--- config.mk ---
export PLATFORM = sky130hd
export DESIGN_NAME = sync_tx_arbiter_flat
export DESIGN_NICKNAME = d
export VERILOG_FILES = /design/src/rtl/sync_tx_arbiter_pkg.sv /design/src/rtl/sync_tx_arbiter_if.sv /design/src/rtl/sync_tx_arbiter_rr_arb2.sv /design/src/rtl/sync_tx_arbiter.sv /design/src/flat_wrapper.sv
export SDC_FILE = /design/constraint.sdc
export NUM_CORES = 1
export LEC_CHECK = 0
export ABC_AREA = 1
export CORE_MARGIN = 5
export CORE_UTILIZATION = 35
export CTS_CLUSTER_DIAMETER = 50
export DETAILED_ROUTE_END_ITERATION = 6
export PLACE_DENSITY = 0.73
export REMOVE_ABC_BUFFERS = 1
export SYNTH_ARGS = -nofsm -noshare
export SYNTH_HDL_FRONTEND = slang
export SYNTH_HIERARCHICAL = 1
export SYNTH_SLANG_ARGS = --single-unit
--- constraint.sdc ---
create_clock -name CLK -period 2 [get_ports CLK]
set_clock_uncertainty 0.1 [all_clocks]
set_input_delay 0.2 -clock CLK [delete_from_list [all_inputs] [get_ports CLK]]
set_output_delay 0.2 -clock CLK [all_outputs]
set_load 0.02 [all_outputs]
--- src/rtl/sync_tx_arbiter_pkg.sv ---
// Shared types and helpers for the synchronizer-channel source-side arbiter.
package sync_tx_arbiter_pkg;

  // Transfer sequencing: accept in idle, flip the enable level, then hold the bus.
  typedef enum logic [1:0] {
    StIdle   = 2'b00,
    StLaunch = 2'b01,
    StHold   = 2'b10
  } state_e;

  // Requester identifiers as reported on last_src.
  localparam logic SrcA = 1'b0;
  localparam logic SrcB = 1'b1;

  // Ceiling log2, never less than 1, so a counter always has at least one bit.
  function automatic int unsigned clog2(input int unsigned value);
    int unsigned result;
    result = 1;
    for (int unsigned i = 1; i < 32; i++) begin
      if ((64'd1 << i) < 64'(value)) result = i + 1;
    end
    return result;
  endfunction

endpackage

--- src/rtl/sync_tx_arbiter_if.sv ---
// Requester handshakes and synchronizer-facing bus for the source-side arbiter.
interface sync_tx_arbiter_if #(
  parameter int unsigned Width = 8
) ();

  logic             a_valid;
  logic [Width-1:0] a_data;
  logic             a_ready;
  logic             b_valid;
  logic [Width-1:0] b_data;
  logic             b_ready;
  logic [Width-1:0] tx_bus;
  logic             tx_toggle;
  logic             busy;
  logic             last_src;

  // Requester / observer side.
  modport master (
    output a_valid, a_data, b_valid, b_data,
    input  a_ready, b_ready, tx_bus, tx_toggle, busy, last_src
  );

  // Arbiter side.
  modport slave (
    input  a_valid, a_data, b_valid, b_data,
    output a_ready, b_ready, tx_bus, tx_toggle, busy, last_src
  );

endinterface

--- src/rtl/sync_tx_arbiter_rr_arb2.sv ---
// rr_arb2: two-way round-robin grant. The preference pointer lives here and moves
// to the other requester whenever a grant is issued.
module sync_tx_arbiter_rr_arb2 (
  input  logic       CLK,
  input  logic       Reset,
  input  logic [1:0] valid,   // bit 0 = A, bit 1 = B
  input  logic       enable,
  output logic [1:0] grant    // one-hot, bit 0 = A, bit 1 = B
);

  logic ptr_q;  // 0: A preferred on contention, 1: B preferred

  // Grant the lone requester, or the preferred one when both are valid.
  always_comb begin
    grant = 2'b00;
    if (enable) begin
      case (valid)
        2'b01:   grant = 2'b01;
        2'b10:   grant = 2'b10;
        2'b11:   grant = ptr_q ? 2'b10 : 2'b01;
        default: grant = 2'b00;
      endcase
    end
  end

  // Point at the requester that did not win; ready is given only to a valid
  // requester, so any grant is an accepted handshake.
  always_ff @(posedge CLK or negedge Reset) begin
    if (!Reset) begin
      ptr_q <= 1'b0;
    end else if (grant != 2'b00) begin
      ptr_q <= grant[0];
    end
  end

endmodule

--- src/rtl/sync_tx_arbiter.sv ---
// Source-domain controller for a toggle-based data synchronizer channel shared by
// two requesters. Each accepted word goes onto tx_bus, tx_toggle flips one cycle later,
// and the bus is then held for HOLD_CYCLES so the destination can capture it.
module sync_tx_arbiter
  import sync_tx_arbiter_pkg::*;
#(
  parameter int unsigned Width       = 8,
  parameter int unsigned HOLD_CYCLES = 8   // >= 1
) (
  input logic              CLK,
  input logic              Reset,
  sync_tx_arbiter_if.slave bus
);

  localparam int unsigned CntW = clog2(HOLD_CYCLES + 1);
  localparam logic [CntW-1:0] HoldLast = CntW'(HOLD_CYCLES - 1);

  state_e           state_q;
  logic [CntW-1:0]  hold_cnt_q;
  logic [Width-1:0] tx_bus_q;
  logic             tx_toggle_q;
  logic             busy_q;
  logic             last_src_q;

  logic [1:0]       grant;
  logic             arb_enable;

  assign arb_enable = (state_q == StIdle);

  sync_tx_arbiter_rr_arb2 u_rr_arb2 (
    .CLK    (CLK),
    .Reset  (Reset),
    .valid  ({bus.b_valid, bus.a_valid}),
    .enable (arb_enable),
    .grant  (grant)
  );

  // Ready is combinational from the grant; it is only ever raised in idle.
  always_comb begin
    bus.a_ready   = grant[0];
    bus.b_ready   = grant[1];
    bus.tx_bus    = tx_bus_q;
    bus.tx_toggle = tx_toggle_q;
    bus.busy      = busy_q;
    bus.last_src  = last_src_q;
  end

  // Transfer sequencer with registered outputs; tx_bus only moves on an accept edge
  // and tx_toggle only on the launch edge, so the bus always leads the toggle.
  always_ff @(posedge CLK or negedge Reset) begin
    if (!Reset) begin
      state_q     <= StIdle;
      hold_cnt_q  <= '0;
      tx_bus_q    <= '0;
      tx_toggle_q <= 1'b0;
      busy_q      <= 1'b0;
      last_src_q  <= SrcA;
    end else begin
      case (state_q)
        StIdle: begin
          if (grant[0]) begin
            tx_bus_q   <= bus.a_data;
            last_src_q <= SrcA;
            busy_q     <= 1'b1;
            state_q    <= StLaunch;
          end else if (grant[1]) begin
            tx_bus_q   <= bus.b_data;
            last_src_q <= SrcB;
            busy_q     <= 1'b1;
            state_q    <= StLaunch;
          end
        end
        StLaunch: begin
          tx_toggle_q <= ~tx_toggle_q;
          hold_cnt_q  <= '0;
          state_q     <= StHold;
        end
        StHold: begin
          if (hold_cnt_q == HoldLast) begin
            busy_q  <= 1'b0;
            state_q <= StIdle;
          end else begin
            hold_cnt_q <= hold_cnt_q + CntW'(1);
          end
        end
        default: begin
          // Unreachable encoding: recover to idle.
          busy_q  <= 1'b0;
          state_q <= StIdle;
        end
      endcase
    end
  end

endmodule

--- src/flat_wrapper.sv ---
// flat-port wrapper written by rule: the top's interface ports become plain ports
module sync_tx_arbiter_flat import sync_tx_arbiter_pkg::*;
#(
  parameter int unsigned Width       = 8,
  parameter int unsigned HOLD_CYCLES = 8          
)
  (CLK, Reset, bus_a_valid, bus_a_data, bus_b_valid, bus_b_data, bus_a_ready, bus_b_ready, bus_tx_bus, bus_tx_toggle, bus_busy, bus_last_src);
  sync_tx_arbiter_if #(.Width(Width)) bus_i ();
  input logic CLK;
  input logic Reset;
  input wire logic [$bits(bus_i.a_valid)-1:0] bus_a_valid;
  input wire logic [$bits(bus_i.a_data)-1:0] bus_a_data;
  input wire logic [$bits(bus_i.b_valid)-1:0] bus_b_valid;
  input wire logic [$bits(bus_i.b_data)-1:0] bus_b_data;
  output wire logic [$bits(bus_i.a_ready)-1:0] bus_a_ready;
  output wire logic [$bits(bus_i.b_ready)-1:0] bus_b_ready;
  output wire logic [$bits(bus_i.tx_bus)-1:0] bus_tx_bus;
  output wire logic [$bits(bus_i.tx_toggle)-1:0] bus_tx_toggle;
  output wire logic [$bits(bus_i.busy)-1:0] bus_busy;
  output wire logic [$bits(bus_i.last_src)-1:0] bus_last_src;
  assign bus_i.a_valid = bus_a_valid;
  assign bus_i.a_data = bus_a_data;
  assign bus_i.b_valid = bus_b_valid;
  assign bus_i.b_data = bus_b_data;
  assign bus_a_ready = bus_i.a_ready;
  assign bus_b_ready = bus_i.b_ready;
  assign bus_tx_bus = bus_i.tx_bus;
  assign bus_tx_toggle = bus_i.tx_toggle;
  assign bus_busy = bus_i.busy;
  assign bus_last_src = bus_i.last_src;
  sync_tx_arbiter #(.Width(Width), .HOLD_CYCLES(HOLD_CYCLES)) u_core (.CLK(CLK), .Reset(Reset), .bus(bus_i));
endmodule
==> results of run 1 <==
-- power breakdown --
part	switching [W]	total [W]	internal, W
logic	0.000568	0.00104	0.000475
registers	0.000108	0.000639	0.000530
clock network	0.000115	0.000225	0.000111
-- layout make-up --
type | instances | area, µm² | area share
inverter | 17 | 63.8 | 0.0488
multi-input combinational | 70 | 360 | 0.275
clock buffer | 4 | 36.3 | 0.0277
sequential | 18 | 450 | 0.344
tap | 30 | 37.5 | 0.0287
timing repair buffer | 36 | 360 | 0.275
-- cells by family (layout without fill, tap and decap cells) --
logic type | after synthesis | count (layout)
AND/OR/NAND/NOR | 48 | 48
XOR/XNOR | 2 | 2
AO/OA/AOI/OAI | 19 | 19
adder cells (fa/ha/maj) | 1 | 1
buffers and inverters | 20 | 57
flip-flops | 18 | 18
-- cells in the final DEF (no fill, tap or decap), drive strengths merged --
cell type | Yosys | routed
nand2 | 39 | 39
clkdlybuf4s50 | 0 | 30
dfrtp | 18 | 18
inv | 17 | 17
o21ai | 10 | 10
a21oi | 9 | 9
nand3 | 6 | 6
clkbuf | 0 | 4
buf | 3 | 4
dlygate4sd2 | 0 | 2
nor2 | 2 | 2
xor2 | 1 | 1
xnor2 | 1 | 1
nand4 | 1 | 1
ha | 1 | 1
-- final timing paths --
path                                        end                  from  depth (start not counted)
max                                 bus_b_ready     u_core/state_q[0]                          4
min reg2reg                u_core/bus.tx_toggle  u_core/bus.tx_toggle                          1
min                             u_core/bus.busy                 Reset                          2
min in group CLK           u_core/bus.tx_toggle  u_core/bus.tx_toggle                          1
max reg2reg                u_core/bus.tx_bus[6]     u_core/state_q[0]                          9
max in group asynchronous  u_core/bus.tx_bus[4]                 Reset                          2
-- sequential cells by signal, indices dropped and copies added, names as in the netlist --
register	cells
u_core/bus.busy	1
u_core/bus.last_src	1
u_core/bus.tx_bus	8
u_core/bus.tx_toggle	1
u_core/hold_cnt_q	4
u_core/state_q	2
u_core/u_rr_arb2/ptr_q	1
-- metal layers --
layer | routed length [µm] | GRT usage | share of wire
met1 | 785 | 0.130 | 0.41
met2 | 947 | 0.227 | 0.49
met3 | 200 | 0.0489 | 0.10
met4 | 0 | 0.0372 | 0
met5 | 0 | 0 | 0
-- stage by stage --
step,util,instances,power (W),setup slack (ns),instance area (µm²)
detailed placement,0.515,171,0.00171,0.108,1270
global route,0.528,175,0.00207,0.0640,1310
finish,0.528,175,0.00191,0.166,1310
global placement,0.515,171,0.00168,0.142,1270
floorplan,-,105,0.00126,0.141,875
CTS,0.528,175,0.00194,0.143,1310
-- repair_timing --
item                                    4_1_cts  5_1_grt
buffers inserted                              0        0
endpoints found under the setup margin        2        0
resized for setup                             2        0
==> impl_metrics.toml, run 1 <==
[outcome]
status = "finished, final reports clean"

[cts]
numCtsBuffers = 3
clockBufferDepth = 2
tritoncts = "built"
cts.hold.buffers_added = 0
cts_root_buf = "clkbuf_4"
path_clk_slew_ns = 0.11
htreeDepth = 1
clock-sinks = 18
clk_latency_ns = 0.29

[placement]
port_buffers = 32
gp_congestion = 0.718
post-dp-hpwl_um = 1550

[routing]
firstDrtPassIters = 4
drtIter0Drc = 5
ant_nets = 0
drc = 0
wl_um = 1930
vias = 800
viasPerCell = 4.57
wl_per_cell_um = 11.0

[floorplan]
core_um2 = 2480
ios = 33
num_rows = 18
die_area_um2 = 3710
chipHeight_um = 60.9
fp.dieW_um = 60.9
start_util = 0.367

[logic_synthesis]
synth_compound_area_frac = 0.146
ys_seq_elements = 18
synth_commonest_cells = "38 x nand2_1, 18 x dfrtp_1, 16 x inv_1, 10 x o21ai_2, 9 x a21oi_1"
synth.avg_cell_area_um2 = 8.41
async_flop_share = 1.00
synth_flop_cell = "dfrtp_1"
ys_seq_area_frac = 0.496
yosys.cell_types.count = 14
synth_top_area_frac = 0.496
synth_area_leaders = "dfrtp_1 50%, nand2_1 16%, o21ai_2 9.6%"
synth_cells = 108
synth_warnings = 6
mappedNetlistArea_um2 = 908
synth-edff-count = 0
synth-adder-area-share = 0.0138
synthSimpleGateAreaFrac = 0.218
muxShareOfSynthArea = 0
synth_top_area_cell = "dfrtp_1"
synthXorXnorAreaFrac = 0.0193
yosysMostFrequentCell = "nand2_1"
synth_top_family_by_area = "simple AND/OR/NAND/NOR gates"

[critical_path]
slowest_delay_ns = 0.42
path_buf_inv = 1
path_delay_family = "flip-flops"
path_cells = "nor2_2 > nand2_1 > a21oi_1 > dlygate4sd2_1"
cp-start-kind = "flip-flop"
crit_arrival_ns = 1.53
endpoint_kind = "output pin"
critical_path_class = "flip-flop to output pin"
cp_max_fo = 3
slowest_stage = "dfrtp_1"
r2r_slack_ns = 0.34
cp.required_ns = 1.70

[final_layout]
syn_to_final_growth_pct = 44.1
nets = 167
fillerInstances = 250
antennaDiodeCount = 0
drive_gt1_frac = 0.152

[timing]
setup_tns_ns = 0
slew_violations = 0
worstMarginPinSlew_ns = 0.238
rsz0062_at_grt = "no"
period_share = 0.917
relSlewSlack = 0.841
clock.fmax_mhz = 545
whs_ns = 0.131
setup_viol = 0
final_hold_viol_count = 0
period_needed_ns = 1.83

[global_route]
antenna_found_initial = 0
first_global_vias = 877
grt_max_degree = 19
grt-ovfl-total = 0
grt_usage = 0.124
grt_pass1_wl_um = 3470

[hold_path]
hold_class = "input pin to async pin"

[pwr]
ir_drop_uv = 817
power.density_nw_per_um2 = 1460
power.leakage_nw = 0.693

[flow_run]
maxCapViolCount = 0
Note: power is estimated with default switching activity, not from simulation.
==> run 2, diff against run 1 <==
--- a/config.mk
+++ b/config.mk
@@ -16,3 +16,4 @@
 export SYNTH_HDL_FRONTEND = slang
 export SYNTH_HIERARCHICAL = 1
 export SYNTH_SLANG_ARGS = --single-unit
+export TNS_END_PERCENT = 10
==> results of run 2 <==
The final DEF is identical to that of run 1; final timing and power are the same.
==> run 3, diff against run 2 <==
--- a/config.mk
+++ b/config.mk
@@ -7,10 +7,10 @@
 export LEC_CHECK = 0
 export ABC_AREA = 1
 export CORE_MARGIN = 5
-export CORE_UTILIZATION = 35
+export CORE_UTILIZATION = 43
 export CTS_CLUSTER_DIAMETER = 50
 export DETAILED_ROUTE_END_ITERATION = 6
-export PLACE_DENSITY = 0.73
+export PLACE_DENSITY = 0.86
 export REMOVE_ABC_BUFFERS = 1
 export SYNTH_ARGS = -nofsm -noshare
 export SYNTH_HDL_FRONTEND = slang
==> impl_metrics.toml, run 3 (same netlist as run 1, synthesis figures left out) <==
[final_layout]
layout_common_cells = "38 x nand2_1, 30 x clkdlybuf4s50_1, 18 x dfrtp_1"
layout.cells.non_filler = 171
finalInstanceArea_um2 = 1300
nets = 166
finish.utilization = 0.655
antennaDiodeCount = 0
drive_gt1_frac = 0.146
syn_to_final_growth_pct = 42.8
largest_register_ffs = 8
layout_commonest_cell = "nand2_1"

[pwr]
power.leakage_nw = 0.688
ir_drop_uv = 894
power.density_nw_per_um2 = 1460
power_w = 0.00190

[placement]
post-dp-hpwl_um = 1550
place_inst = 167
placed_area_um2 = 1260
gp_congestion = 0.676
port_buffers = 32

[floorplan]
start_util = 0.458
fp.dieW_um = 56.0
die_area_um2 = 3130
core_um2 = 1980
num_rows = 16
chipHeight_um = 56.0
ios = 33

[timing]
period_needed_ns = 1.84
relSlewSlack = 0.841
final_hold_viol_count = 0
clock.fmax_mhz = 542
setup_viol = 0
setup_tns_ns = 0
period_share = 0.922
worstMarginPinSlew_ns = 0.238
slew_violations = 0
rsz0062_at_grt = "no"

[routing]
drtIter0Drc = 7
vias = 809
wl_per_cell_um = 11.2
ant_nets = 0
firstDrtPassIters = 4
wl_um = 1910
drc = 0
viasPerCell = 4.73

[global_route]
grt_usage = 0.139
first_global_vias = 817
top_usage_layer = "met2"
grt-ovfl-total = 0
use_met1 = 0.158
gr-usage-met2 = 0.235
use_met3 = 0.0696
antenna_found_initial = 0
grt_pass1_wl_um = 3540
grt_max_degree = 21

[critical_path]
cp_max_fo = 3
crit_arrival_ns = 1.54
path_buf_inv = 1
path_delay_family = "flip-flops"
critical_path_class = "flip-flop to output pin"
slowest_delay_ns = 0.43
path_cells = "nor2_2 > nand2_1 > a21oi_1 > dlygate4sd2_1"
cp-start-kind = "flip-flop"
cp.required_ns = 1.70
slowest_stage = "dfrtp_1"
endpoint_kind = "output pin"

[hold_path]
hold_class = "input pin to async pin"

[cts]
cts_root_buf = "clkbuf_4"
htreeDepth = 1
tritoncts = "built"
clockBufferDepth = 2
numCtsBuffers = 3
clk_latency_ns = 0.28
clock-sinks = 18
path_clk_slew_ns = 0.11

[flow_run]
maxCapViolCount = 0

[outcome]
status = "finished, final reports clean"
run 3: area by class of cell:
cell class / instances / area [µm²]
clock buffers: 4 / 36.3
fillers: 159 / 684
multi-input cells: 70 / 360
flip-flops and latches: 18 / 450
well taps: 27 / 33.8
inverters: 17 / 63.8
repair buffers: 35 / 353
run 3: through the flow:
stage / hold slack (ns) / setup WS, ns
after global placement: 0.362 / 0.143
after floorplan: -0.196 / 0.141
after CTS: 0.130 / 0.161
after global routing: 0.125 / 0.0578
after detailed placement: 0.366 / 0.110
final: 0.123 / 0.155
run 3: path summary, 6_finish.rpt:
kind,slack (ns),cells past startpoint,start,endpoint
worst max-delay path,0.16,4,u_core/state_q[0],bus_b_ready
worst min-delay path,0.12,2,Reset,u_core/bus.busy
worst max register to register,0.30,9,u_core/state_q[0],u_core/bus.tx_bus[6]
worst min register to register,0.38,1,u_core/bus.tx_toggle,u_core/bus.tx_toggle
max in group asynchronous,1.47,2,Reset,u_core/hold_cnt_q[3]
min in group CLK,0.38,1,u_core/bus.tx_toggle,u_core/bus.tx_toggle
run 3: power breakdown:
group          switching (W)  internal, W
Clock               0.000107     0.000111
Combinational       0.000569     0.000464
Sequential          0.000116     0.000531
run 3: metal layers:
layer | up-vias | share of wire
li1 | 409 | -
met1 | 368 | 0.43
met2 | 30 | 0.46
met3 | 2 | 0.11
met4 | 0 | 0.0078
met5 | - | 0
run 3: repair_timing:
| item | in CTS | in global routing |
|---|---|---|
| buffers inserted | 0 | 0 |
| endpoints found under the hold margin | 0 | 0 |
| setup endpoints to repair | 2 | 0 |
| hold buffers | 0 | 0 |
| resized for setup | 2 | 0 |
